==> src/rtl/demux_2s_reg.sv <==
// demux_2s_reg: registered 1-to-4 valid/ready stream demultiplexer, one holding register per channel.
// Latency 1 cycle; in_ready drops only while the selected channel is full and its consumer is stalled.
// Optional per-channel delivery counters on o_cnt when DEMUX_2S_STATS_EN is defined.
module demux_2s_reg #(
   parameter int width = 4
) (
   input  logic             clk,
   input  logic             rst_n,
   input  logic [width-1:0] d,
   input  logic [1:0]       s,
   input  logic             in_valid,
   output logic             in_ready,
   output logic [width-1:0] o0,
   output logic [width-1:0] o1,
   output logic [width-1:0] o2,
   output logic [width-1:0] o3,
   output logic [3:0]       o_valid,
`ifdef DEMUX_2S_STATS_EN
   output logic [31:0]      o_cnt,
`endif
   input  logic [3:0]       o_ready
);

   logic [width-1:0] r_dat [4];
   logic [3:0]       r_vld;
   logic [3:0]       w_dlv;
   logic [3:0]       w_ld;
   logic             w_rdy;
   logic             w_acc;

   // Only the selected channel gates acceptance; the others drain independently.
   always_comb begin
      w_rdy    = ~r_vld[s] | o_ready[s];
      w_acc    = in_valid & w_rdy;
      w_dlv    = r_vld & o_ready;
      w_ld     = 4'b0000;
      w_ld[s]  = w_acc;
   end

   always_ff @(posedge clk or negedge rst_n) begin
      if (!rst_n) begin
         for (int k = 0; k < 4; k++) r_dat[k] <= '0;
         r_vld <= 4'b0000;
      end else begin
         for (int k = 0; k < 4; k++) begin
            if (w_ld[k]) r_dat[k] <= d;
         end
         r_vld <= w_ld | (r_vld & ~w_dlv);
      end
   end

   assign in_ready = w_rdy;
   assign o0       = r_dat[0];
   assign o1       = r_dat[1];
   assign o2       = r_dat[2];
   assign o3       = r_dat[3];
   assign o_valid  = r_vld;

`ifdef DEMUX_2S_STATS_EN
   logic [7:0] r_cnt [4];

   // Counts deliveries, not accepts; 8-bit wrap is intended.
   always_ff @(posedge clk or negedge rst_n) begin
      if (!rst_n) begin
         for (int k = 0; k < 4; k++) r_cnt[k] <= 8'd0;
      end else begin
         for (int k = 0; k < 4; k++) begin
            if (w_dlv[k]) r_cnt[k] <= r_cnt[k] + 8'd1;
         end
      end
   end

   assign o_cnt = {r_cnt[3], r_cnt[2], r_cnt[1], r_cnt[0]};
`endif

endmodule

==> config.mk <==
export PLATFORM = sky130hd
export DESIGN_NAME = demux_2s_reg
export DESIGN_NICKNAME = d
export VERILOG_FILES = /design/src/rtl/demux_2s_reg.sv
export SDC_FILE = /design/constraint.sdc
export NUM_CORES = 1
export LEC_CHECK = 0
export CAP_MARGIN = 20
export CORE_MARGIN = 10
export CORE_UTILIZATION = 43
export DETAILED_ROUTE_END_ITERATION = 8
export GPL_ROUTABILITY_DRIVEN = 1
export GPL_TIMING_DRIVEN = 0
export PLACE_DENSITY = 0.83
export SYNTH_ARGS = -nofsm -noshare
export SYNTH_HDL_FRONTEND = slang
export SYNTH_SLANG_ARGS = --single-unit
==> constraint.sdc <==
create_clock -name clk -period 2.29 [get_ports clk]
set_input_delay 0.458 -clock clk [delete_from_list [all_inputs] [get_ports clk]]
set_output_delay 0.458 -clock clk [all_outputs]
set_load 0.005 [all_outputs]
==> impl_metrics.py, run 1 <==
metrics = {
    "layout": {
        "nets": 105,
        "drive_gt1_share_pct": 26.4,
        "area_delta_synth_final_pct": 51.2,
        "fin_util_pct": 69.6,
        "diodes": 0,
        "multi_input_area_um2": 298,
        "fillCellCount": 134,
        "register_area_um2": 500,
        "final_cell_count_no_fill": 116,
    },
    "synth": {
        "ys_seq_area_share_pct": 62.3,
        "yosys_warnings": 0,
        "synth_nets": 67,
        "synth-main-ff-cell": "dfrtp_1",
        "synth.distinct_cells": 13,
        "syn_area_um2": 803,
        "synth_common_cells": "dfrtp_1, mux2_2, nand2_1, nand2b_1",
        "synth_top_area_cell": "dfrtp_1",
        "synth.most_common_cell": "dfrtp_1",
        "synth.area.top_cells": "dfrtp_1, mux2_2, nand2b_1",
        "yosys.area.top_type_share_pct": 62.3,
        "synth-edff-count": 0,
        "avgSynthCellArea_um2": 14.9,
        "async_flop_share_pct": 100,
        "synth_seq_cells": 20,
        "syn_inst": 54,
    },
    "floorplan": {
        "die_h_um": 63.2,
        "die_w_um": 63.2,
        "dieArea_um2": 4000,
        "core.rowCount": 15,
        "design.core.area_um2": 1750,
        "initial_core_util_pct": 46.0,
        "ios": 34,
    },
    "timing": {
        "setup_tns_ns": 0,
        "skew_ns": 0.00452,
        "layout_min_cycle_time_ns": 2.22,
        "worstMarginPinSlew_ns": 0.877,
        "max_slew_margin_pct": 41.4,
        "hold_slack_ns": 0.514,
        "finalHoldViolCount": 0,
        "fmaxAchievable_ghz": 0.451,
        "final.period_utilization_pct": 96.9,
        "rsz0062_at_grt": "false",
        "setup_viol": 0,
        "slew_viol_final": 0,
    },
    "cts": {
        "insertion_delay_ns": 0.30,
        "post_cts_buffers": 0,
        "ctsHoldBuffers": 0,
        "clkTransAtPathRegs_ns": 0.11,
        "cts_sinks": 20,
        "cts_tree": "built",
        "cts_root_buf": "clkbuf_4",
        "htreeDepth": 1,
        "cts_buffers": 3,
        "cts_buffer_depth": 2,
    },
    "pwr": {
        "p_sw_share_pct": 21.9,
        "p_int_mw": 0.774,
        "combPwrFrac_pct": 26.2,
        "switchingPower_mw": 0.217,
        "vdd.ir_drop.worst_mv": 0.560,
        "leakage_nw": 0.517,
        "clockPowerShare_pct": 28.6,
        "powerDensity_nw_per_um2": 816,
        "p_total_mw": 0.991,
        "pwr-share-seq_pct": 45.2,
    },
    "detailed_routing": {
        "drt_iter0_drc": 18,
        "via_per_inst": 4.67,
        "vias": 542,
        "wire_per_inst_um": 16.5,
        "ant_nets": 0,
        "drc": 0,
        "firstDrtPassIters": 4,
        "finalWirelength_um": 1920,
    },
    "place": {
        "gp_congestion": 0.792,
        "place_inst": 112,
        "io_buffer_count": 33,
    },
    "global_route": {
        "grt_antenna_before_repair": 0,
        "track_usage_pct": 9.62,
        "grt_pass1_wl_um": 3140,
        "grt_start_max_net_pins": 21,
        "grt_overflow": 0,
        "first_global_vias": 645,
    },
    "critical_path": {
        "cp_cell_sequence": "clkdlybuf4s50_1 > nand2b_1 > mux4_2 > dlygate4sd2_1",
        "worstPathArrival_ns": 1.76,
        "crit_type": "input pin to primary output",
        "cp-end-kind": "primary output",
        "required_ns": 1.83,
        "path_max_fanout": 3,
        "critPathSlowestCell": "mux4_2",
        "slowest_delay_ns": 0.44,
        "r2r_cells": 3,
        "worstSetupStartpointType": "input pin",
    },
    "status": {
        "status": "finished clean",
    },
    "run": {
        "max_cap_viol_count": 0,
    },
    "min_path": {
        "hold_class": "register to register",
        "hold_depth": 1,
    },
}
[per-stage QoR]
step | cell area, um2 | worst slack (ns)
2_1_floorplan | 803 | 0.763
4_1_cts | 1210 | 0.0605
6_report | 1210 | 0.0703
5_1_grt | 1210 | 0.0241
3_5_place_dp | 1160 | -0.209
3_3_place_gp | 1160 | -0.214
[placed cells by master, fill, tap and decap left out, drive strengths merged]
| master | n |
|---|---|
| clkbuf | 3 |
| nand3b | 1 |
| nor3b | 1 |
| dfrtp | 20 |
| dlygate4sd2 | 2 |
| bufinv | 1 |
| nand2b | 4 |
| and3 | 1 |
| nand2 | 5 |
| clkdlybuf4s50 | 31 |
| nor2b | 2 |
| nand3 | 1 |
| mux2 | 16 |
| buf | 1 |
| mux4 | 1 |
| o21ai | 1 |
[worst paths after layout]
path | start | endpoint | slack [ns]
max | o_ready[2] | in_ready | 0.07
min | o0[0] | o0[0] | 0.51
max reg2reg | o_valid[1] | o1[0] | 0.90
min reg2reg | o0[0] | o0[0] | 0.51
max in group asynchronous | rst_n | o1[2] | 1.11
min in group asynchronous | rst_n | o_valid[3] | 0.65
[critical path, delay by kind of cell]
| kind | cells | cell delay [ns] |
|---|---|---|
| buf+inv | 2 | 0.68 |
| mux | 1 | 0.44 |
| simple gates | 1 | 0.18 |
[power groups by stage]
stage,combinational [mW],clock [mW],sequential (mW)
floorplan,0.0713,0,0.462
global route,0.279,0.299,0.460
finish,0.259,0.284,0.448
detailed placement,0.265,0,0.457
CTS,0.265,0.291,0.450
global placement,0.259,0,0.454
[flip-flops by register name, summed over array words and instances (netlist names)]
name / count
o0: 4
o2: 4
o1: 4
o_valid: 4
o3: 4
[cell families (layout without fill, tap and decap cells)]
kind of cell,count (synthesis),after routing,share of synthesized area (%)
muxes,17,17,25.2
AOI/OAI and AO/OA,1,1,0.622
buffers and inverters,1,38,0.622
DFF,20,20,62.3
and+or+nand+nor,15,15,11.2
[metal layers]
metal	part of all wire, %	vias to the layer above	wire length (um)	GRT usage, %
met5	0	-	0	0
met4	0	0	0	3.83
met3	12	0	232	5.65
met2	43	26	819	14.2
met1	45	254	863	11.1
li1	-	262	-	-
[area by class of cell]
cell class                      instances  share of cell area, %
Clock inverter                          1                   2.47
Tap cell                               25                   2.57
Timing Repair Buffer                   33                   27.0
Multi-Input combinational cell         33                   24.5
Sequential cell                        20                   41.2
Buffer                                  1                  0.412
Clock buffer                            3                   1.85
[timing repair]
action,in CTS,in global routing
resized for setup,2,0
hold endpoints to repair,0,0
endpoints found under the setup margin,1,0
(Power assumes the default switching activity.)
==> inputs of run 2 (changes only) <==
--- a/config.mk
+++ b/config.mk
@@ -7,11 +7,11 @@
 export LEC_CHECK = 0
 export CAP_MARGIN = 20
 export CORE_MARGIN = 10
-export CORE_UTILIZATION = 43
+export CORE_UTILIZATION = 40
 export DETAILED_ROUTE_END_ITERATION = 8
 export GPL_ROUTABILITY_DRIVEN = 1
 export GPL_TIMING_DRIVEN = 0
-export PLACE_DENSITY = 0.83
+export PLACE_DENSITY = 0.78
 export SYNTH_ARGS = -nofsm -noshare
 export SYNTH_HDL_FRONTEND = slang
 export SYNTH_SLANG_ARGS = --single-unit
==> constraint.sdc (replaced) <==
create_clock -name clk -period 2.4 [get_ports clk]
set_input_delay 0.48 -clock clk [delete_from_list [all_inputs] [get_ports clk]]
set_output_delay 0.48 -clock clk [all_outputs]
set_load 0.005 [all_outputs]
==> run 2 against run 1 <==
First-iteration DRC count decreased by 39%. Global-route usage about the same. Cell count grew 1.7%. Wire length decreased by 0.78%. Setup slack improved by 0.072 ns. Critical endpoint unchanged. Clock power decreased by 2%. Count of clock-buffer cells in the layout unchanged. Largest cell class unchanged.
==> impl_metrics.py, run 2 (synthesized netlist as in run 1, its figures left out) <==
metrics = {
    "status": {
        "status": "finished clean",
    },
    "place": {
        "io_buffer_count": 33,
        "dp.final_hpwl_um": 1490,
        "gp_congestion": 0.756,
    },
    "timing": {
        "max_slew_margin_pct": 42.4,
        "rsz0062_at_grt": "false",
        "setup_viol": 0,
        "final.period_utilization_pct": 94.1,
        "slew_viol_final": 0,
        "setup_tns_ns": 0,
        "worstMarginPinSlew_ns": 0.861,
        "fmaxAchievable_ghz": 0.443,
        "finalHoldViolCount": 0,
        "skew_ns": 0.0102,
        "layout_min_cycle_time_ns": 2.26,
    },
    "layout": {
        "nets": 105,
        "drive_gt1_share_pct": 26.4,
        "final_cell_mix": "clkdlybuf4s50_1, dfrtp_1, mux2_2",
        "fillCellCount": 161,
        "diodes": 0,
        "area_delta_synth_final_pct": 51.6,
        "mostFrequentLayoutCell": "clkdlybuf4s50_1",
    },
    "detailed_routing": {
        "vias": 562,
        "finalWirelength_um": 1900,
        "ant_nets": 0,
        "via_per_inst": 4.76,
        "drc": 0,
        "firstDrtPassIters": 3,
        "drt_iter0_drc": 11,
        "wire_per_inst_um": 16.1,
    },
    "cts": {
        "insertion_delay_ns": 0.31,
        "clkTransAtPathRegs_ns": 0.12,
        "cts_buffer_depth": 2,
        "cts_sinks": 20,
        "htreeDepth": 1,
        "cts_tree": "built",
        "cts_root_buf": "clkbuf_4",
        "cts_buffers": 3,
    },
    "critical_path": {
        "slowest_delay_ns": 0.44,
        "cp-startpoint": "o_ready[2]",
        "cp-end-kind": "primary output",
        "cp_cell_sequence": "clkdlybuf4s50_1 > nand2b_1 > mux4_2 > dlygate4sd2_1",
        "critPathSlowestCell": "mux4_2",
        "rrSetupSlack_ns": 1.04,
        "required_ns": 1.92,
        "worstSetupStartpointType": "input pin",
        "cp_num_cells": 4,
        "r2r_cells": 3,
        "path_max_fanout": 3,
        "critPathCapture": "in_ready",
        "worstPathArrival_ns": 1.78,
        "r2r_start": "o_valid[1]",
        "critPathTopFamily": "buffers and inverters",
        "crit_type": "input pin to primary output",
        "critPathBufInv": 2,
        "r2r_end": "o1[1]",
    },
    "floorplan": {
        "initial_core_util_pct": 41.4,
        "design.core.area_um2": 1940,
        "dieArea_um2": 4200,
        "ios": 34,
        "die_h_um": 64.8,
        "core.rowCount": 16,
        "die_w_um": 64.8,
    },
    "min_path": {
        "hold_depth": 1,
        "hold_class": "register to register",
        "hp-start": "o0[2]",
    },
    "global_route": {
        "grt_start_max_net_pins": 21,
        "first_global_vias": 621,
        "track_usage_pct": 9.58,
        "grt_antenna_before_repair": 0,
        "grt_overflow": 0,
        "grt_pass1_wl_um": 3110,
    },
    "pwr": {
        "vdd.ir_drop.worst_mv": 0.500,
        "p_total_mw": 0.952,
        "powerDensity_nw_per_um2": 782,
        "leakage_nw": 0.517,
    },
    "run": {
        "max_cap_viol_count": 0,
    },
}
[run 2: worst reg2reg max path, cell delays in order, from the launching register on]
cell and delay (ns):
dfrtp_1 0.39, nand2b_1 0.10, nor3b_2 0.38, mux2_2 0.38
[run 2: stage by stage]
step                std cells  hold WS (ns)  area [um2]  util (%)  worst slack, ns
floorplan                  54         0.184         803         -            0.829
CTS                       118         0.524        1220      62.7            0.135
finish                    118         0.522        1220      62.7            0.142
detailed placement        114         0.492        1170      60.1           -0.157
global route              118         0.535        1220      62.7           0.0802
global placement          114         0.488        1170      60.1           -0.152
[run 2: where the power goes]
part,internal (mW),switching [mW],total (mW)
logic,0.171,0.0716,0.243
registers,0.399,0.0315,0.430
clock network,0.169,0.110,0.279
total,0.739,0.213,0.952
[run 2: worst min path at each step]
stage / to / slack (ns)
global placement: o0[0] / 0.49
global route: o0[2] / 0.53
detailed placement: o0[1] / 0.49
finish: o0[2] / 0.52
CTS: o0[2] / 0.52
floorplan: o0[0] / 0.18
[run 2: layer usage]
metal  up-vias  GRT usage (%)  part of all wire [%]
met5         -              0                     0
met4         0           5.61                   1.6
met3         4           4.64                   8.1
met2        21           14.8                    48
met1       275           10.5                    42
li1        262              -                     -
[run 2: cell type report]
cell class | instances | area (um2) | share of cell area [%]
Sequential cell | 20 | 500 | 41.1
Tap cell | 27 | 33.8 | 2.77
Multi-Input combinational cell | 33 | 298 | 24.5
Clock inverter | 1 | 30.0 | 2.47
Buffer | 1 | 5.00 | 0.411
Timing Repair Buffer | 33 | 328 | 26.9
Clock buffer | 3 | 22.5 | 1.85
[run 2: repair_timing]
action,CTS,global route
resized for setup,2,0
endpoints found under the hold margin,0,0
buffers inserted,0,0
hold buffers,0,0
endpoints found under the setup margin,1,0
